## src/rtl/char_buffer_ctrl.sv

```systemverilog
// Write controller for the 16x16 character RAM: round-robin intake from two requesters,
// FIFO buffering, commits only during vertical blanking, and a multi-frame full-screen clear.
module char_buffer_ctrl #(
  parameter int         FIFO_DEPTH = 4,
  parameter logic [6:0] CLEAR_CHAR = 7'h20
) (
  input  logic       pclk,
  input  logic       rst_n,
  input  logic       vblnk_in,
  input  logic       req0_valid,
  input  logic [7:0] req0_addr,
  input  logic [6:0] req0_data,
  output logic       req0_ready,
  input  logic       req1_valid,
  input  logic [7:0] req1_addr,
  input  logic [6:0] req1_data,
  output logic       req1_ready,
  input  logic       clear_req,
  output logic       clear_busy,
  output logic       ram_we,
  output logic [7:0] ram_addr,
  output logic [6:0] ram_wdata,
  output logic       fsm_state
);

  localparam int AW = (FIFO_DEPTH > 1) ? $clog2(FIFO_DEPTH) : 1;
  localparam int CW = $clog2(FIFO_DEPTH + 1);

  typedef enum logic {IDLE = 1'b0, CLEAR = 1'b1} state_t;

  state_t          state_q, state_d;
  logic [14:0]     mem [FIFO_DEPTH];
  logic [AW-1:0]   wr_ptr, rd_ptr;
  logic [CW-1:0]   count;
  logic [7:0]      clr_cnt;
  logic            last_grant;

  logic            not_full, both_valid, push0, push1, push, pop, clr_step, clr_start;
  logic [14:0]     push_word, head;

  // Handshake: a requester's write transfers on the pclk edge where its valid && ready
  // are both high; addr/data must be stable while valid is high.
  assign not_full   = (count < CW'(FIFO_DEPTH)) && (state_q == IDLE);
  assign both_valid = req0_valid && req1_valid;
  assign req0_ready = rst_n && not_full && (!both_valid || last_grant);
  assign req1_ready = rst_n && not_full && (!both_valid || !last_grant);

  assign push0     = req0_valid && req0_ready;
  assign push1     = req1_valid && req1_ready;
  assign push      = push0 || push1;
  assign push_word = push0 ? {req0_addr, req0_data} : {req1_addr, req1_data};
  assign head      = mem[rd_ptr];

  // A clear request in IDLE wins over draining in the same cycle.
  assign clr_start = (state_q == IDLE) && clear_req;
  assign pop       = (state_q == IDLE) && !clear_req && vblnk_in && (count != '0);
  assign clr_step  = (state_q == CLEAR) && vblnk_in;

  assign clear_busy = (state_q == CLEAR);
  assign fsm_state  = (state_q == CLEAR);

  always_comb begin
    state_d = state_q;
    case (state_q)
      IDLE:    if (clear_req) state_d = CLEAR;
      CLEAR:   if (clr_step && (clr_cnt == 8'hFF)) state_d = IDLE;
      default: state_d = IDLE;
    endcase
  end

  always_ff @(posedge pclk or negedge rst_n) begin
    if (!rst_n) state_q <= IDLE;
    else        state_q <= state_d;
  end

  // Storage array carries no reset; validity is tracked by count.
  always_ff @(posedge pclk) begin
    if (push) mem[wr_ptr] <= push_word;
  end

  always_ff @(posedge pclk or negedge rst_n) begin
    if (!rst_n) begin
      wr_ptr     <= '0;
      rd_ptr     <= '0;
      count      <= '0;
      last_grant <= 1'b1;
      clr_cnt    <= '0;
      ram_we     <= 1'b0;
      ram_addr   <= '0;
      ram_wdata  <= '0;
    end else begin
      if (push) begin
        wr_ptr     <= wr_ptr + AW'(1);
        last_grant <= push1;
      end
      if (pop) rd_ptr <= rd_ptr + AW'(1);
      case ({push, pop})
        2'b10:   count <= count + CW'(1);
        2'b01:   count <= count - CW'(1);
        default: count <= count;
      endcase

      if (clr_start)     clr_cnt <= '0;
      else if (clr_step) clr_cnt <= clr_cnt + 8'd1;

      if (pop) begin
        ram_we    <= 1'b1;
        ram_addr  <= head[14:7];
        ram_wdata <= head[6:0];
      end else if (clr_step) begin
        ram_we    <= 1'b1;
        ram_addr  <= clr_cnt;
        ram_wdata <= CLEAR_CHAR;
      end else begin
        ram_we    <= 1'b0;
      end
    end
  end

endmodule
```

## config.mk

```make
export PLATFORM = sky130hd
export DESIGN_NAME = char_buffer_ctrl
export DESIGN_NICKNAME = d
export VERILOG_FILES = /design/src/rtl/char_buffer_ctrl.sv
export SDC_FILE = /design/constraint.sdc
export NUM_CORES = 1
export LEC_CHECK = 0
export BUFFER_PORTS_ARGS = -buffer_cell sky130_fd_sc_hd__buf_2
export CORE_ASPECT_RATIO = 1.25
export CORE_MARGIN = 5
export CORE_UTILIZATION = 35
export DETAILED_ROUTE_END_ITERATION = 12
export GPL_TIMING_DRIVEN = 0
export SYNTH_ARGS = -nofsm -noshare
export SYNTH_HDL_FRONTEND = slang
export SYNTH_SLANG_ARGS = --single-unit
```

## constraint.sdc

```tcl
create_clock -name pclk -period 2.5 [get_ports pclk]
set_clock_uncertainty 0.2 [all_clocks]
set_input_delay 0.125 -clock pclk [delete_from_list [all_inputs] [get_ports pclk]]
set_output_delay 0.125 -clock pclk [all_outputs]
set_load 0.05 [all_outputs]
```

==> results.tsv <==
metric	value	unit
vias_per_cell	4.85	
grt_pass1_wl	13200	um
worst-setup-path-type	reg2reg	
vias	2436	
ios	56	
num-nets-final	402	
finalSetupViolations	0	
peakVddDrop	358	uV
globalplace.congestion	0.683	
grt_pass1_vias	2561	
ys_ff_latch	93	
fin_crit_sh	96.3	%
cts_tree	built	
slew_headroom	49.4	%
max_freq	0.415	GHz
reg2reg_depth	4	
final_layout_size_suffix_gt1_share	33.2	%
whs_path_depth	3	
ys_warn_count	0	
synth_nets	300	
synth_top_area_share	44.5	%
timing.final.ws_setup	0.0930	ns
fp.dieH	130	um
antenna_cells	0	
core	11500	um^2
combPwrFrac	14.0	%
hp-class	in2reg	
maxCapViolCount	0	
die_x	106	um
cts_root_buf	clkbuf_16	
power.switching	993	uW
wl_per_cell	15.8	um
synthCells	257	
synth_area_leaders	edfxtp_1 (45%), dfrtp_1 (20%), mux4_2 (6.1%)	
synth_top_area_cell	edfxtp_1	
overflow	0	
avgSynthCellArea	15.7	um^2
worst_pin_slew	0.759	ns
grt_max_degree	33	
final_antenna_net_count	0	
hpwl	5430	um
drc	0	
status	finished, final reports clean	
cts_buffer_depth	2	
placedInstanceArea	4520	um^2
seqPwrFrac	46.5	%
htree_num_levels	3	
netlist_area	4050	um^2
swShare	25.2	%
finalPower	3.95	mW
clockPowerShare	39.5	%
p_leak	2.06	nW
fin_area	5240	um^2
crit_path_end_kind	flop	
rows	44	
synth-seq-area-share	65.0	%
clkTransAtPathRegs	0.07	ns
area_growth	29.4	%
yosysUniqueCellTypes	43	
fin_crit	2.41	ns
first_pass_iters	4	
pre_cts_slack	-0.386	ns
dieArea	13800	um^2
initial_utilization	35.3	%
hold_violations	0	
rsz0062_at_grt	no	
clkSinkCount	93	
crit_required	2.38	ns
wl	7930	um
crit_arrival	2.29	ns
drt-initial-drc-count	79	
worstSetupStartpointType	flop	
io_buffers	55	
final_max_slew_viol_count	0	
path_max_fanout	10	
p_per_area	753	nW/um^2
grt_antenna_before_repair	0	
grt.total_usage	12.7	%
clock_latency	0.34	ns
intPower	2.95	mW
cts_made_buffers	9	
-- worst max-delay path: stages, from the launching register on --
cell and delay, ns:
dfrtp_2 0.49, nor3b_4 0.32, nand3_4 0.19, mux2_2 0.32, dlygate4sd3_1 0.61
-- cell usage after synthesis, drive strengths merged --
cell type	number
a21boi	1
nand4	1
dfrtp	32
and2	5
dfstp	1
o311ai	1
a31oi	3
o21a	1
xor2	3
or3	1
a221o	3
nor2	4
edfxtp	60
a21oi	2
fa	1
inv	10
o211ai	1
mux2i	9
ha	6
clkbuf	4
mux4	15
nor3	1
nand2	14
o31ai	2
nand2b	3
o21ai	14
o41ai	1
and3	3
a41oi	1
nor3b	2
mux2	16
nand3	20
xnor2	4
buf	11
or4	1
-- final timing paths --
kind,startpoint,slack [ns],to
setup / recovery,clear_busy,0.09,mem[0][2]
hold / removal,req1_valid,0.03,wr_ptr[0]
setup reg to reg,clear_busy,0.09,mem[0][2]
hold reg to reg,count[0],0.29,count[0]
max in group asynchronous,rst_n,1.76,clear_busy
min in group asynchronous,rst_n,0.14,last_grant
-- placed cells by master (no fill, tap or decap), drive strengths merged, types with 13 or more instances in the layout --
master / instances
inv: 13
dfrtp: 32
edfxtp: 60
buf: 68
o21ai: 14
clkbuf: 14
mux2: 16
nand2: 14
mux4: 15
nand3: 20
dlygate4sd3: 34
-- cells by family (layout without fill, tap and decap cells) --
| group | count (synthesis) | in the layout | share of synthesized area [%] |
|---|---|---|---|
| compound gates | 30 | 30 | 4.76 |
| xor+xnor | 7 | 7 | 1.52 |
| mux | 40 | 40 | 15.5 |
| flops | 93 | 93 | 65.0 |
| simple gates | 55 | 55 | 7.55 |
| fa+ha+maj | 7 | 7 | 2.35 |
| buf+inv | 25 | 132 | 3.37 |
-- power by group through the flow --
stage	combinational [mW]	clock [mW]	sequential [mW]
after global routing	0.608	1.66	1.85
after detailed placement	0.515	0	1.87
after floorplan	0.234	0	1.99
final	0.552	1.56	1.84
after CTS	0.562	1.59	1.84
after global placement	0.500	0	1.87
-- per-layer routing --
layer | vias up | share of wire, % | global-route usage (%) | routed length (um)
li1 | 1185 | - | - | -
met1 | 1185 | 43 | 15.3 | 3400
met3 | 15 | 3.6 | 2.82 | 287
met4 | 0 | 2.1 | 5.87 | 167
met5 | - | 0 | 0 | 0
met2 | 51 | 51 | 21.7 | 4080
-- state kept, by name (all words and copies together) (netlist names) --
register / cells
count: 3
rd_ptr: 2
ram_wdata: 7
ram_addr: 8
last_grant: 1
ram_we: 1
clr_cnt: 8
wr_ptr: 2
mem: 60
clear_busy: 1
-- through the flow --
step	setup TNS [ns]	hold slack (ns)	instances	utilization (%)
after floorplan	0	-0.371	257	-
after global placement	-19.18	0.0509	450	39.4
after detailed placement	-21.32	0.0613	450	39.4
after CTS	0	0.0602	502	45.7
after global routing	0	0.0596	502	45.7
final	0	0.0307	502	45.7
-- final cells by class --
cell class                 count  area (um^2)
timing repair buffer          92          651
sequential                    93         2630
clock buffer                  10          229
multi-input combinational    139         1310
buffer                        14         91.3
inverter                      10         37.5
clock inverter                 6          116
tap                          138          173
fill                        1017         6210
-- repair_timing --
item,in CTS,in global routing
hold buffers,35,0
pin swaps,1,3
hold endpoints to repair,95,0
gates resized for setup,1,4
setup buffers,1,1
setup endpoints to repair,16,62
Note: power is estimated with default switching activity, not from simulation.
